[src/rtl/digit_serial_adder_if.sv]
// Handshake and operand/result bundle for digit_serial_adder.
// The master issues operations and the slave (the adder) returns results.
interface digit_serial_adder_if #(
  parameter int WIDTH = 16
);
  logic             start;
  logic [WIDTH-1:0] A;
  logic [WIDTH-1:0] B;
  logic             Cin;
  logic             sub;
  logic             busy;
  logic             done;
  logic [WIDTH-1:0] sum;
  logic             Cout;
  logic             overflow;

  modport master (
    output start, A, B, Cin, sub,
    input  busy, done, sum, Cout, overflow
  );

  modport slave (
    input  start, A, B, Cin, sub,
    output busy, done, sum, Cout, overflow
  );
endinterface

[src/rtl/digit_serial_adder.sv]
// Multi-cycle adder/subtractor that consumes DIGIT bits of a WIDTH-bit
// operation per clock behind a start/busy/done handshake.
module digit_serial_adder #(
  parameter int WIDTH = 16,
  parameter int DIGIT = 4
) (
  input logic                 clk,
  input logic                 rst,
  digit_serial_adder_if.slave bus
);
  localparam int N  = WIDTH / DIGIT;
  localparam int CW = (N > 1) ? $clog2(N) : 1;

  typedef enum logic {IDLE, RUN} state_e;

  state_e state_q, state_d;

  logic [WIDTH-1:0] a_q, a_d, b_q, b_d, res_q, res_d, sum_q, sum_d;
  logic [CW-1:0]    cnt_q, cnt_d;
  logic             carry_q, carry_d, cout_q, cout_d, ovf_q, ovf_d, done_q, done_d;

  logic             accept, lastDigit, msbCarryIn;
  logic [DIGIT:0]   digitSum;
  logic [WIDTH-1:0] digitExt, resShift;

  assign accept     = (state_q == IDLE) && bus.start;
  assign lastDigit  = (cnt_q == CW'(N - 1));
  assign digitSum   = {1'b0, a_q[DIGIT-1:0]} + {1'b0, b_q[DIGIT-1:0]}
                    + {{DIGIT{1'b0}}, carry_q};
  // Carry entering the top bit of this digit; only meaningful on the last one.
  assign msbCarryIn = a_q[DIGIT-1] ^ b_q[DIGIT-1] ^ digitSum[DIGIT-1];
  assign digitExt   = WIDTH'(digitSum[DIGIT-1:0]);
  assign resShift   = (res_q >> DIGIT) | (digitExt << (WIDTH - DIGIT));

  always_ff @(posedge clk) begin
    if (rst) begin
      state_q <= IDLE;
    end else begin
      state_q <= state_d;
    end
  end

  always_comb begin
    state_d = state_q;
    case (state_q)
      IDLE:    if (bus.start) state_d = RUN;
      RUN:     if (lastDigit) state_d = IDLE;
      default: state_d = IDLE;
    endcase
  end

  always_comb begin
    bus.busy = (state_q == RUN);
  end

  always_comb begin
    a_d     = a_q;
    b_d     = b_q;
    carry_d = carry_q;
    res_d   = res_q;
    cnt_d   = cnt_q;
    sum_d   = sum_q;
    cout_d  = cout_q;
    ovf_d   = ovf_q;
    done_d  = 1'b0;
    if (accept) begin
      // Subtraction is folded into A + ~B + ~Cin at load time.
      a_d     = bus.A;
      b_d     = bus.sub ? ~bus.B : bus.B;
      carry_d = bus.Cin ^ bus.sub;
      res_d   = '0;
      cnt_d   = '0;
    end else if (state_q == RUN) begin
      a_d     = a_q >> DIGIT;
      b_d     = b_q >> DIGIT;
      carry_d = digitSum[DIGIT];
      res_d   = resShift;
      cnt_d   = cnt_q + CW'(1);
      if (lastDigit) begin
        sum_d  = resShift;
        cout_d = digitSum[DIGIT];
        ovf_d  = msbCarryIn ^ digitSum[DIGIT];
        done_d = 1'b1;
      end
    end
  end

  always_ff @(posedge clk) begin
    if (rst) begin
      a_q     <= '0;
      b_q     <= '0;
      carry_q <= 1'b0;
      res_q   <= '0;
      cnt_q   <= '0;
      sum_q   <= '0;
      cout_q  <= 1'b0;
      ovf_q   <= 1'b0;
      done_q  <= 1'b0;
    end else begin
      a_q     <= a_d;
      b_q     <= b_d;
      carry_q <= carry_d;
      res_q   <= res_d;
      cnt_q   <= cnt_d;
      sum_q   <= sum_d;
      cout_q  <= cout_d;
      ovf_q   <= ovf_d;
      done_q  <= done_d;
    end
  end

  assign bus.done     = done_q;
  assign bus.sum      = sum_q;
  assign bus.Cout     = cout_q;
  assign bus.overflow = ovf_q;
endmodule

[src/flat_wrapper.sv]
// flat-port wrapper written by rule: the top's interface ports become plain ports
module digit_serial_adder_flat 
#(
  parameter int WIDTH = 16,
  parameter int DIGIT = 4
)
  (clk, rst, bus_start, bus_A, bus_B, bus_Cin, bus_sub, bus_busy, bus_done, bus_sum, bus_Cout, bus_overflow);
  digit_serial_adder_if #(.WIDTH(WIDTH)) bus_i ();
  input logic clk;
  input logic rst;
  input wire logic [$bits(bus_i.start)-1:0] bus_start;
  input wire logic [$bits(bus_i.A)-1:0] bus_A;
  input wire logic [$bits(bus_i.B)-1:0] bus_B;
  input wire logic [$bits(bus_i.Cin)-1:0] bus_Cin;
  input wire logic [$bits(bus_i.sub)-1:0] bus_sub;
  output wire logic [$bits(bus_i.busy)-1:0] bus_busy;
  output wire logic [$bits(bus_i.done)-1:0] bus_done;
  output wire logic [$bits(bus_i.sum)-1:0] bus_sum;
  output wire logic [$bits(bus_i.Cout)-1:0] bus_Cout;
  output wire logic [$bits(bus_i.overflow)-1:0] bus_overflow;
  assign bus_i.start = bus_start;
  assign bus_i.A = bus_A;
  assign bus_i.B = bus_B;
  assign bus_i.Cin = bus_Cin;
  assign bus_i.sub = bus_sub;
  assign bus_busy = bus_i.busy;
  assign bus_done = bus_i.done;
  assign bus_sum = bus_i.sum;
  assign bus_Cout = bus_i.Cout;
  assign bus_overflow = bus_i.overflow;
  digit_serial_adder #(.WIDTH(WIDTH), .DIGIT(DIGIT)) u_core (.clk(clk), .rst(rst), .bus(bus_i));
endmodule
[config.mk]
export PLATFORM = sky130hd
export DESIGN_NAME = digit_serial_adder_flat
export DESIGN_NICKNAME = d
export VERILOG_FILES = /design/src/rtl/digit_serial_adder_if.sv /design/src/rtl/digit_serial_adder.sv /design/src/flat_wrapper.sv
export SDC_FILE = /design/constraint.sdc
export NUM_CORES = 1
export LEC_CHECK = 0
export BUFFER_PORTS_ARGS = -buffer_cell sky130_fd_sc_hd__buf_4
export CAP_MARGIN = 20
export CORE_MARGIN = 2
export CORE_UTILIZATION = 49
export DETAILED_ROUTE_END_ITERATION = 16
export HOLD_SLACK_MARGIN = 0.08
export MAX_ROUTING_LAYER = met4
export PLACE_DENSITY_LB_ADDON = 0.3
export SYNTH_ARGS = -nofsm -noshare
export SYNTH_HDL_FRONTEND = slang
export SYNTH_SLANG_ARGS = --single-unit
[constraint.sdc]
create_clock -name clk -period 1.66 [get_ports clk]
set_clock_uncertainty 0.05 [all_clocks]
set_input_delay 0.166 -clock clk [delete_from_list [all_inputs] [get_ports clk]]
set_output_delay 0.166 -clock clk [all_outputs]
set_load 0.01 [all_outputs]
### After elaboration in Yosys (flattened, before gate mapping)

Index checks and enable logic that the tools add are counted.

* register bits after elaboration: 71
* bits of input ports: 37
* output and inout port bits: 20
* logic and storage cells: 38

* $add $sub $neg: 3
* equal/unequal tests: 1
* muxes and demuxes: 11
* bitwise logic cells: 8
* reduce and logical (&&, ||, !) cells: 5

Operators by type and width (number)
* 16-bit two-way mux: 5
* 16-bit NOT: 1
* 12-bit by 16-bit OR with 16-bit output: 1
* 4-bit by 4-bit adder with 5-bit output: 1
* 5-bit by 1-bit adder with 5-bit output: 1
* 1-bit two-way mux: 5
* 1-bit XOR: 4
* 3-bit AND reduction: 1
* 3-bit OR reduction: 1
* 2-bit by 1-bit adder with 2-bit output (second input constant): 1
* 2-bit equality test (second input constant): 1
* 1-bit NOT: 2
* 1-bit case mux with 2 select lines: 1
* 2-bit nonzero test: 1
* 2-bit OR reduction: 1
* 1-bit logical AND: 1

### Longest topological paths before layout

* depth in word-level cells: 4
* depth in mapped cells: 7
* depth with buffers taken out: 7

### Worst setup path before layout

OpenSTA, ideal clock, no wires.

* path type: register -> register
* start point: register u_core.carry_q
* end point: register u_core.ovf_q (netlist: u_core.bus.overflow)
* library setup time: 86 ps
* arrival: 1604 ps
* required time: 1524 ps
* slack: -80 ps
* cell stages (with the launch flop): 8
* path buffers: 0
* period minus slack after synthesis: 1740 ps
* cells stage by stage: dfxtp_1 > fa_1 > inv_1 > fa_1 > nand2b_1 > a21oi_1 > xor2_1 > a211oi_1

* longest elaborated chain between the ends: 3

Ends and longest elaborated chain
* start, declared: line digit_serial_adder.sv:20 `logic carry_q, carry_d, cout_q, cout_d, ovf_q, ovf_d, done_q, done_d;`
* start signal, assigned: line digit_serial_adder.sv:102 `carry_q <= carry_d;`
* 5-bit by 1-bit adder with 5-bit output (*): line digit_serial_adder.sv:29 `+ {{DIGIT{1'b0}}, carry_q};`
* 1-bit XOR: line digit_serial_adder.sv:31 `assign msbCarryIn = a_q[DIGIT-1] ^ b_q[DIGIT-1] ^ digitSum[DIGIT-1];`
* 1-bit XOR (*): line digit_serial_adder.sv:82 `ovf_d = msbCarryIn ^ digitSum[DIGIT];`
* end signal, assigned: line digit_serial_adder.sv:107 `ovf_q <= ovf_d;`
* end, declared: line digit_serial_adder.sv:20

Mark *: on every way between the ends. The rest lies on a longest branch, timed or not.
A chain may end at the register's enable or synchronous reset.

### Worst setup path in the final report

* start point: register u_core.a_q[0]
* end point: register u_core.ovf_q (netlist: u_core.bus.overflow)

* longest elaborated chain between the ends: 4

Ends and longest elaborated chain
* start, declared: line digit_serial_adder.sv:18 `logic [WIDTH-1:0] a_q, a_d, b_q, b_d, res_q, res_d, sum_q, sum_d;`
* start signal, assigned: line digit_serial_adder.sv:90 `a_q <= '0;`
* start signal, assigned: line digit_serial_adder.sv:100 `a_q <= a_d;`
* 4-bit by 4-bit adder with 5-bit output (*): line digit_serial_adder.sv:28 `assign digitSum = {1'b0, a_q[DIGIT-1:0]} + {1'b0, b_q[DIGIT-1:0]}`
* 5-bit by 1-bit adder with 5-bit output (*): line digit_serial_adder.sv:29
* 1-bit XOR: line digit_serial_adder.sv:31
* 1-bit XOR (*): line digit_serial_adder.sv:82

Marked as above.

==> results.yml <==
run_status:
  outcome: "complete, but fails checks"
  violations: "setup timing"
sta:
  setup_viol: 2
  fmax_ghz: 0.594
  setup_slack_ps: -23.7
  drv_slew: 0
  fin_crit_sh_pct: 101
  rsz0062_at_grt: "true"
  layout_min_cycle_time_ps: 1680
  hold_viol: 0
  tightest_slew_ps: 437
  slew_headroom_pct: 70.8
critical_path:
  crit_chain: "fa_2, inv_2, fa_2, nand2b_4, a21oi_4, xor2_1, a211oi_1"
  worstSetupPathDepth: 7
  arrival_ps: 1850
  cp_common_cell: "fa_2"
  critical_path_class: "reg2reg"
  cpLargestDelayFamily: "adder cells"
  cp_num_buf_inv: 1
  slowest_delay_ps: 350
  crit_start: "u_core.a_q[0]"
  endpoint: "u_core.bus.overflow"
  r2r_slack_ps: -20
  reg2reg_from: "u_core.a_q[0]"
  required_ps: 1830
  crit_path_start_kind: "register"
  slowest_stage: "dfxtp_2"
  r2r_end: "u_core.bus.overflow"
  critPathMaxFanout: 2
  reg2reg_depth: 7
  cp-end-kind: "register"
synth:
  yosys_warnings: 0
  ys_types: 25
  async_reset_ff_share_pct: 0
  syn_nets: 374
  synth.most_common_cell: "nor2_1"
  netlist_top_cells_area: "dfxtp_1 46%, nor2_1 10%, mux2i_1 9.4%, a21oi_1 7.1%, xnor2_1 5.8%"
  synthCells: 331
  synth_top_area_share_pct: 46.5
  ys.flop_type: "dfxtp_1"
  synth_commonest_cells: "79 x nor2_1, 67 x dfxtp_1, 41 x a21oi_1"
  synth_edf_count: 0
  ys_seq_area_share_pct: 46.5
  yosysTopAreaCell: "dfxtp_1"
  avgSynthCellArea_sq_um: 8.72
  ys_ff_latch: 67
  syn_area_sq_um: 2890
power_and_ir_drop:
  p_per_area_nw_per_um2: 946
  p_int_mw: 2.62
  ir_worst_vdd_uv: 498
  power.leakage_nw: 1.55
  p_sw_uw: 850
  pwr-share-seq_pct: 49.6
  p_comb_share_pct: 13.1
  p_clk_share_pct: 37.3
  swShare_pct: 24.5
run:
  maxCapViolations: 0
placement:
  place_ws_ps: -94.7
  io_buffers: 56
  hpwl_mm: 4.10
  dp_cells: 448
  place.gp.congestion: 0.783
min_path:
  hold_depth: 2
  min_path_type: "in2reg"
detailed_routing:
  wl_per_cell_microns: 12.2
  drt_iter0_markers: 79
  num_vias: 2334
  dr.pass1.iters: 4
  final_antenna_net_count: 0
  via_per_inst: 4.96
  wl_mm: 5.76
  drc_errors: 0
die:
  row_count: 27
  die_w_microns: 80.8
  die_area_sq_um: 6520
  start_util_pct: 51.5
  io_pins: 57
  core_sq_um: 5610
  fp.dieH_microns: 80.8
grt:
  antenna_found_initial: 0
  grt_pass1_wl_mm: 9.76
  grt_max_degree: 32
  grt-ovfl-total: 0
  grt_usage_pct: 20.0
  grt_pass1_vias: 2148
finish:
  layout-drive-gt1-share_pct: 24.6
  area_growth_pct: 27.1
  antenna_cells: 0
  fin_cells: 471
  layout.nets: 439
clock_network:
  clock_sinks: 67
  cts_root_buf: "clkbuf_8"
  clockBufferDepth: 2
  numCtsBuffers: 9
  insertion_delay_ps: 340
  htreeDepth: 3
  cts.reportedPaths.clkPinSlew_ps: 70
  cts_tree: "done"
## cells by family (layout without fill, tap and decap cells)
family / Yosys count / after routing / synth area share (%)
xor+xnor: 21 / 21 / 6.37
simple gates: 115 / 115 / 15.6
mux: 27 / 27 / 9.36
buf+inv: 30 / 98 / 5.76
flops: 67 / 67 / 46.5
compound gates: 65 / 65 / 13.4
fa+ha+maj: 6 / 6 / 3.12
## metal layers
metal / global-route usage, % / share of wire, % / vias to the layer above
met2: 31.6 / 47 / 46
met4: 8.14 / 1.1 / 0
li1: - / - / 1232
met1: 24.4 / 48 / 1050
met5: - / 0 / -
met3: 5.44 / 4.3 / 6
## metrics by stage
step	cell area, sq um	power [mW]	setup TNS (ps)	utilization (%)	hold WS [ps]
after floorplan	2910	2.06	0	-	263
after global placement	3380	2.18	-0.240	60.4	350
after detailed placement	3380	2.19	-170	60.4	357
after CTS	3660	3.49	-76.0	65.3	96.9
after global routing	3670	3.63	-262	65.4	102
final	3670	3.47	-30.7	65.4	107
## power groups by stage
stage	combinational [mW]	sequential [mW]	clock [mW]
after floorplan	0.322	1.74	0
after global placement	0.426	1.76	0
after detailed placement	0.434	1.76	0
after CTS	0.456	1.72	1.31
after global routing	0.511	1.73	1.39
final	0.455	1.72	1.29
## cell type report
class	instances	area (sq um)
clock buffers	11	141
clock inverters	3	40.0
fillers	516	1940
inverters	4	15.0
multi-input cells	234	1420
flip-flops and latches	67	1350
well taps	72	90.1
repair buffers	80	621
## repair_timing
item                       4_1_cts  5_1_grt
hold buffers                     8        0
resized for setup                4        2
buffers inserted                 1        0
setup endpoints to repair        3        8
pin swaps                        5        1
hold endpoints to repair         8        0
## layout by cell type, fill, tap and decap left out
cell type and n:
nand3b_1 2, nor2_1 79, nor3_1 2, ha_1 4, inv_2 1, a211oi_1 19, clkbuf_1 1, bufinv_16 1
a21oi_1 38, or2_2 1, clkinv_2 2, xor2_1 2, a21oi_2 2, a211oi_2 1, o31ai_1 2, dfxtp_1 63
a21o_1 2, buf_4 72, xnor2_1 19, nand2b_4 1, a21oi_4 1, mux2i_1 27, inv_1 3, and2_1 1
dlygate4sd3_1 8, nand2_1 29, fa_2 2, clkbuf_8 10, dfxtp_2 4
## worst min path at each step
stage,to,start
2_1_floorplan,u_core.a_q[12],bus_A[12]
3_3_place_gp,u_core.a_q[15],bus_A[15]
3_5_place_dp,u_core.a_q[12],bus_A[12]
4_1_cts,u_core.a_q[6],rst
5_1_grt,u_core.a_q[6],rst
6_report,u_core.b_q[8],rst
## state kept, by name, summed over array words and instances (netlist names)
register / flops
u_core.cnt_q: 2
u_core.bus.sum: 16
u_core.res_q: 12
u_core.bus.done: 1
u_core.bus.Cout: 1
u_core.bus.busy: 1
u_core.bus.overflow: 1
u_core.carry_q: 1
u_core.b_q: 16
u_core.a_q: 16
(Power assumes the default switching activity.)
